<file path="src/rtl/spi_slave_responder.sv">
// spi_slave_responder: oversampling SPI slave that deserialises MOSI to rx_data and serialises a buffered tx word onto MISO.
// Define SPI_SLAVE_LSB_FIRST_EN for LSB-first bit order in both directions (default MSB-first).
module spi_slave_responder #(
    parameter int                    DATA_WIDTH   = 8,
    parameter bit                    CPOL         = 1'b0,
    parameter bit                    CPHA         = 1'b0,
    parameter int                    SYNC_STAGES  = 2,
    parameter logic [DATA_WIDTH-1:0] DEFAULT_FILL = '1
) (
    input  logic                  pclk,
    input  logic                  areset,
    input  logic                  sclk_i,
    input  logic                  cs_n_i,
    input  logic                  mosi_i,
    output logic                  miso_o,
    output logic                  miso_oe_o,
    input  logic [DATA_WIDTH-1:0] tx_data,
    input  logic                  tx_valid,
    output logic                  tx_ready,
    output logic [DATA_WIDTH-1:0] rx_data,
    output logic                  rx_valid,
    output logic                  underrun,
    output logic                  abort
);

`ifdef SPI_SLAVE_LSB_FIRST_EN
    localparam bit LSB_FIRST = 1'b1;
`else
    localparam bit LSB_FIRST = 1'b0;
`endif
    localparam int            CW       = $clog2(DATA_WIDTH + 1);
    localparam logic [CW-1:0] LAST_BIT = CW'(DATA_WIDTH - 1);

    typedef enum logic [1:0] {IDLE, LOAD, SHIFT} state_t;

    state_t                  state;
    logic [SYNC_STAGES-1:0]  sclkSync, csSync, mosiSync, flushSync;
    logic                    sclkDly, csDly, armed, donePend;
    logic [CW-1:0]           bitCnt;
    logic [DATA_WIDTH-1:0]   txBuf, txShift, rxShift;

    logic sclkS, csS, mosiS;
    logic sclkRise, sclkFall, leadEdge, trailEdge, sampleEdge, shiftEdge;
    logic csFall, csRise;

    function automatic logic firstBit(input logic [DATA_WIDTH-1:0] w);
        return LSB_FIRST ? w[0] : w[DATA_WIDTH-1];
    endfunction

    function automatic logic [DATA_WIDTH-1:0] shiftOut(input logic [DATA_WIDTH-1:0] w);
        return LSB_FIRST ? (w >> 1) : (w << 1);
    endfunction

    function automatic logic [DATA_WIDTH-1:0] shiftIn(input logic [DATA_WIDTH-1:0] r, input logic b);
        return LSB_FIRST ? {b, r[DATA_WIDTH-1:1]} : {r[DATA_WIDTH-2:0], b};
    endfunction

    assign sclkS      = sclkSync[SYNC_STAGES-1];
    assign csS        = csSync[SYNC_STAGES-1];
    assign mosiS      = mosiSync[SYNC_STAGES-1];
    assign sclkRise   = sclkS & ~sclkDly;
    assign sclkFall   = ~sclkS & sclkDly;
    assign leadEdge   = CPOL ? sclkFall : sclkRise;
    assign trailEdge  = CPOL ? sclkRise : sclkFall;
    assign sampleEdge = CPHA ? trailEdge : leadEdge;
    assign shiftEdge  = CPHA ? leadEdge : trailEdge;
    assign csFall     = csDly & ~csS;
    assign csRise     = ~csDly & csS;

    // Synchronisers come out of reset with preset values, so a select that is already low
    // looks like a falling edge; armed only sets once a genuinely flushed cs_n has been seen high.
    always_ff @(posedge pclk or negedge areset) begin
        if (!areset) begin
            sclkSync  <= {SYNC_STAGES{CPOL}};
            csSync    <= '1;
            mosiSync  <= '0;
            flushSync <= '0;
            sclkDly   <= CPOL;
            csDly     <= 1'b1;
            armed     <= 1'b0;
        end else begin
            sclkSync  <= {sclkSync[SYNC_STAGES-2:0], sclk_i};
            csSync    <= {csSync[SYNC_STAGES-2:0], cs_n_i};
            mosiSync  <= {mosiSync[SYNC_STAGES-2:0], mosi_i};
            flushSync <= {flushSync[SYNC_STAGES-2:0], 1'b1};
            sclkDly   <= sclkS;
            csDly     <= csS;
            armed     <= armed | (flushSync[SYNC_STAGES-1] & csS);
        end
    end

    // Transfer FSM, tx holding register and rx publishing; rx_data is written one pclk after
    // the final sample so it can overlap the LOAD of a back-to-back word.
    always_ff @(posedge pclk or negedge areset) begin
        if (!areset) begin
            state     <= IDLE;
            bitCnt    <= '0;
            txBuf     <= '0;
            txShift   <= '0;
            rxShift   <= '0;
            donePend  <= 1'b0;
            tx_ready  <= 1'b1;
            rx_data   <= '0;
            rx_valid  <= 1'b0;
            underrun  <= 1'b0;
            abort     <= 1'b0;
            miso_o    <= 1'b0;
            miso_oe_o <= 1'b0;
        end else begin
            rx_valid <= 1'b0;
            underrun <= 1'b0;
            abort    <= 1'b0;
            donePend <= 1'b0;

            if (donePend) begin
                rx_data  <= rxShift;
                rx_valid <= 1'b1;
            end

            if (tx_valid && tx_ready) begin
                txBuf    <= tx_data;
                tx_ready <= 1'b0;
            end

            case (state)
                IDLE: begin
                    miso_oe_o <= 1'b0;
                    miso_o    <= 1'b0;
                    if (csFall && armed)
                        state <= LOAD;
                end
                LOAD: begin
                    bitCnt <= '0;
                    if (!tx_ready) begin
                        txShift  <= txBuf;
                        tx_ready <= 1'b1;
                        if (!CPHA)
                            miso_o <= firstBit(txBuf);
                    end else begin
                        txShift  <= DEFAULT_FILL;
                        underrun <= 1'b1;
                        if (!CPHA)
                            miso_o <= firstBit(DEFAULT_FILL);
                    end
                    if (csRise) begin
                        state     <= IDLE;
                        miso_oe_o <= 1'b0;
                    end else begin
                        state     <= SHIFT;
                        miso_oe_o <= 1'b1;
                    end
                end
                SHIFT: begin
                    if (sampleEdge) begin
                        rxShift <= shiftIn(rxShift, mosiS);
                        bitCnt  <= bitCnt + CW'(1);
                    end
                    // With CPHA=0 the trailing edge seen at bitCnt==0 belongs to the previous word.
                    if (shiftEdge) begin
                        if (bitCnt != '0) begin
                            txShift <= shiftOut(txShift);
                            miso_o  <= firstBit(shiftOut(txShift));
                        end else if (CPHA) begin
                            miso_o <= firstBit(txShift);
                        end
                    end
                    if (sampleEdge && bitCnt == LAST_BIT) begin
                        donePend <= 1'b1;
                        if (csS) begin
                            state     <= IDLE;
                            miso_oe_o <= 1'b0;
                        end else begin
                            state <= LOAD;
                        end
                    end else if (csRise) begin
                        abort     <= (bitCnt != '0);
                        state     <= IDLE;
                        miso_oe_o <= 1'b0;
                    end
                end
                default: state <= IDLE;
            endcase
        end
    end

endmodule

</file>
<file path="config.mk">
export PLATFORM = sky130hd
export DESIGN_NAME = spi_slave_responder
export DESIGN_NICKNAME = d
export VERILOG_FILES = /design/src/rtl/spi_slave_responder.sv
export SDC_FILE = /design/constraint.sdc
export NUM_CORES = 1
export LEC_CHECK = 0
export ABC_AREA = 1
export BUFFER_PORTS_ARGS = -buffer_cell sky130_fd_sc_hd__buf_2
export CAP_MARGIN = 20
export CORE_ASPECT_RATIO = 0.6
export CORE_MARGIN = 2
export CORE_UTILIZATION = 51
export DETAILED_ROUTE_END_ITERATION = 8
export HOLD_SLACK_MARGIN = 0.08
export PLACE_DENSITY = 0.77
export SETUP_SLACK_MARGIN = 0.2
export SYNTH_ARGS = -nofsm -noshare
export SYNTH_HDL_FRONTEND = slang
export SYNTH_SLANG_ARGS = --single-unit
</file>
<file path="constraint.sdc">
create_clock -name pclk -period 1.3 [get_ports pclk]
set_clock_uncertainty 0.05 [all_clocks]
set_input_delay 0.26 -clock pclk [delete_from_list [all_inputs] [get_ports pclk]]
set_output_delay 0.26 -clock pclk [all_outputs]
set_load 0.01 [all_outputs]
</file>
==> metrics.log <==
[metrics] result of the run: complete, but fails checks
[metrics] failing checks: setup timing
[metrics] Post-synth EDFFs: 0
[metrics] sequential fraction of the synthesis area: 60.9%
[metrics] mean instance size in the synthesized netlist: 9.94 um^2
[metrics] total chip power: 0.00622 W
[metrics] final estimated routing congestion in global placement: 0.835
[metrics] post-synthesis cell count: 228
[metrics] worst vdd rail ir drop: 0.00128 V
[metrics] total of buffers placed on input and output ports: 27
[metrics] max_cap viols: 0
[metrics] I/O pin cnt: 28
[metrics] most instantiated library cell after synthesis: nand2_1
[metrics] cell area power density: 1930 nW/um^2
[metrics] first-pass GRT wire length: 7890 um
[metrics] antenna violations before repair: 0
[metrics] number of optimization iterations in the first detailed-route pass: 4
[metrics] Hold Fails Final Rpt: 0
[metrics] via count of the first global-routing pass: 1667
[metrics] sum of met3 wire segment lengths after detailed routing: 290 um
[metrics] total setup violations reported at the end of the flow: 18
[metrics] WP data required: 1.50 ns
[metrics] post-synthesis register bit count: 55
[metrics] post-synth top area share: 56.3%
[metrics] detailed-route wire length per cell: 15.4 um
[metrics] Min-Delay Path Class: in -> reg
[metrics] routed metal-1 wire length: 2640 um
[metrics] H-tree lvl count: 2
[metrics] clock tree buffer depth: 2
[metrics] fraction of final layout cells with drive strength greater than 1: 47.8%
[metrics] clk_lat worst skew: 0.32 ns
[metrics] top cell type by total area after synthesis: dfrtp_1
[metrics] DR WL met2: 2530 um
[metrics] detailed placement HPWL: 3180 um
[metrics] Warnings, synthesis: 0
[metrics] leading post-synthesis cells by cell area: dfrtp_1 (56%), nand2_1 (11%), mux2_2 (6.0%)
[metrics] clock transition at the registers of the reported paths: 0.10 ns
[metrics] CTS tree: yes
[metrics] crit share post-route: 109%
[metrics] area of the placeable core: 4190 um^2
[metrics] highest metal layer used by the detailed router: met4
[metrics] critical path capture point type: flop
[metrics] Congestion Overflow GR: 0
[metrics] CP peak stage delay: 0.43 ns
[metrics] nets in the synthesized netlist: 249
[metrics] number of buffers added by the clock tree synthesis step: 5
[metrics] dpl cell area: 2740 um^2
[metrics] instance count after placement with tap cells included: 332
[metrics] pin count of the biggest net entering global routing: 35
[metrics] critical path fanouts, max: 6
[metrics] category of cells accounting for the largest share of critical-path delay: flip-flops
[metrics] CP Cell Sequence: inv_2 -> ha_4 -> buf_12 -> inv_12 -> nor2_4 -> nand2_2 -> nand2_1 -> nand2_1 -> nand2_1
[metrics] Root Buffer: clkbuf_8
[metrics] max-slew violations: 0
[metrics] post-route setup TNS: -0.955 ns
[metrics] post-route cell area: 3220 um^2
[metrics] post-detailed-routing wire length: 5520 um
[metrics] remaining antenna violation count after routing: 0
[metrics] total stage count of the critical path: 9
[metrics] global routing usage summed across all routing layers: 19.9%
[metrics] final cell count without fillers: 359
[metrics] number of cells traversed by the worst hold path: 2
[metrics] time the worst path needs with I/O delays and setup: 1.41 ns
[metrics] row cnt: 18
[metrics] area enclosed by the die boundary: 5010 um^2
[metrics] total leakage power: 1.60 nW
[metrics] Nets: 319
[metrics] # diodes: 0
[metrics] FILL cells: 272
[metrics] Final Worst Setup Slack: -0.111 ns
[metrics] Async SR Flop Fraction: 100%
[metrics] number of design-rule violations left by the first detailed-router iteration: 155
[metrics] routed via count divided by cell count: 5.18
[metrics] clk sinks: 55
[metrics] Crit path top cell by count: nand2_1
[metrics] r2r worst-path depth: 9
[metrics] unrepaired setup endpoints after global routing: yes
[metrics] vias after detailed routing: 1858
[metrics] horizontal die dimension: 90.1 um
[metrics] DRC: 0
[metrics] crit path buf inv count: 3
[metrics] initial cell density of the core: 54.1%
[metrics] arrival time of data at the critical path endpoint: 1.61 ns
[metrics] mapped cell area: 2270 um^2
[metrics] synth-to-layout area growth: 42.2%
[metrics] standard cell with the maximum stage delay on the critical path: dfrtp_2
[metrics] prevailing post-synth register cell: dfrtp_1
[metrics] upper clock frequency limit: 0.709 GHz
[metrics] startpoint kind of the worst setup timing path: flop
[metrics] vertical die dimension: 55.6 um
[metrics] Setup Crit Path Kind: reg -> reg
[metrics] number of distinct library cells after synthesis: 24
[metrics] synth cell count leaders: nand2_1 (67), dfrtp_1 (51), inv_1 (21)
[metrics] post-placement setup slack: -0.0974 ns
## cells in the final DEF (no fill, tap or decap), types with 5 or more instances in the layout
cell type | netlist | layout
buf_2 | 3 | 26
buf_4 | 0 | 23
buf_6 | 0 | 10
clkbuf_8 | 0 | 5
dfrtp_1 | 51 | 49
inv_1 | 21 | 13
inv_2 | 2 | 8
mux2_4 | 0 | 8
nand2_1 | 67 | 47
nand2_2 | 0 | 15
nand3_1 | 15 | 9
nand3_2 | 1 | 5
nor2_1 | 11 | 6
o21ai_0 | 16 | 7
o21ai_1 | 1 | 8
## final cells by class
cell class                 instances  area, um^2  share of cell area [%]
tap                               60        75.1                    2.33
clock buffer                       5        68.8                    2.14
sequential                        55        1380                    42.9
inverter                          23         104                    3.22
timing repair inverter             1        8.76                   0.272
multi-input combinational        147        1070                    33.1
timing repair buffer              65         495                    15.4
clock inverter                     3        20.0                   0.621
## metal layers
layer  up-vias  track usage, %
li1        875               -
met1       923            30.7
met2        52            28.1
met3         8            4.47
met4         0            6.37
met5         -               0
## power by group
| part | switching [W] | internal, W |
|---|---|---|
| registers | 0.000259 | 0.00213 |
| clock network | 0.000576 | 0.000376 |
| logic | 0.00151 | 0.00136 |
| total | 0.00235 | 0.00387 |
## worst register-to-register path, cell delays in order, from the launching register on
cell and delay, ns:
dfrtp_2 0.43, inv_2 0.08, ha_4 0.18, buf_12 0.15, inv_12 0.04, nor2_4 0.14
nand2_2 0.09, nand2_1 0.08, nand2_1 0.05, nand2_1 0.06
## state kept, by name, indices dropped and copies added, names as in the netlist, 2 cells and up
register	count
state	2
bitCnt	4
txBuf	8
sclkSync	2
rxShift	8
mosiSync	2
txShift	7
flushSync	2
csSync	2
rx_data	8
## timing repair
item / CTS / global route
gates cloned: 1 / 1
buffers inserted: 5 / 8
pin swaps: 9 / 19
hold buffers: 4 / 0
resized for setup: 29 / 40
endpoints found under the setup margin: 48 / 50
endpoints found under the hold margin: 13 / 0
## path summary, 6_finish.rpt
kind | start | to | slack, ns
min in group asynchronous | areset | miso_oe_o | 0.34
max in group asynchronous | areset | donePend | 0.35
min reg2reg | flushSync[0] | flushSync[1] | 0.31
min | tx_data[4] | txBuf[4] | 0.12
max | state[0] | state[0] | -0.11
max reg2reg | state[0] | state[0] | -0.11
## kinds of logic (layout without fill, tap and decap cells)
| kind of cell | Yosys count | in the layout | synth area share (%) |
|---|---|---|---|
| DFF | 55 | 55 | 60.9 |
| AOI/OAI and AO/OA | 28 | 28 | 6.68 |
| buffers and inverters | 27 | 97 | 4.64 |
| and+or+nand+nor | 98 | 99 | 17.8 |
| other | 1 | 1 | 0.165 |
| muxes | 12 | 12 | 5.96 |
| adders and majority gates | 7 | 7 | 3.86 |
## metrics by stage
step	util, %	hold slack, ns
after global routing	76.9	0.117
after CTS	72.3	0.115
after detailed placement	65.4	0.151
after floorplan	-	-0.0856
final	76.9	0.115
after global placement	65.4	0.146
Note: power is estimated with default switching activity, not from simulation.
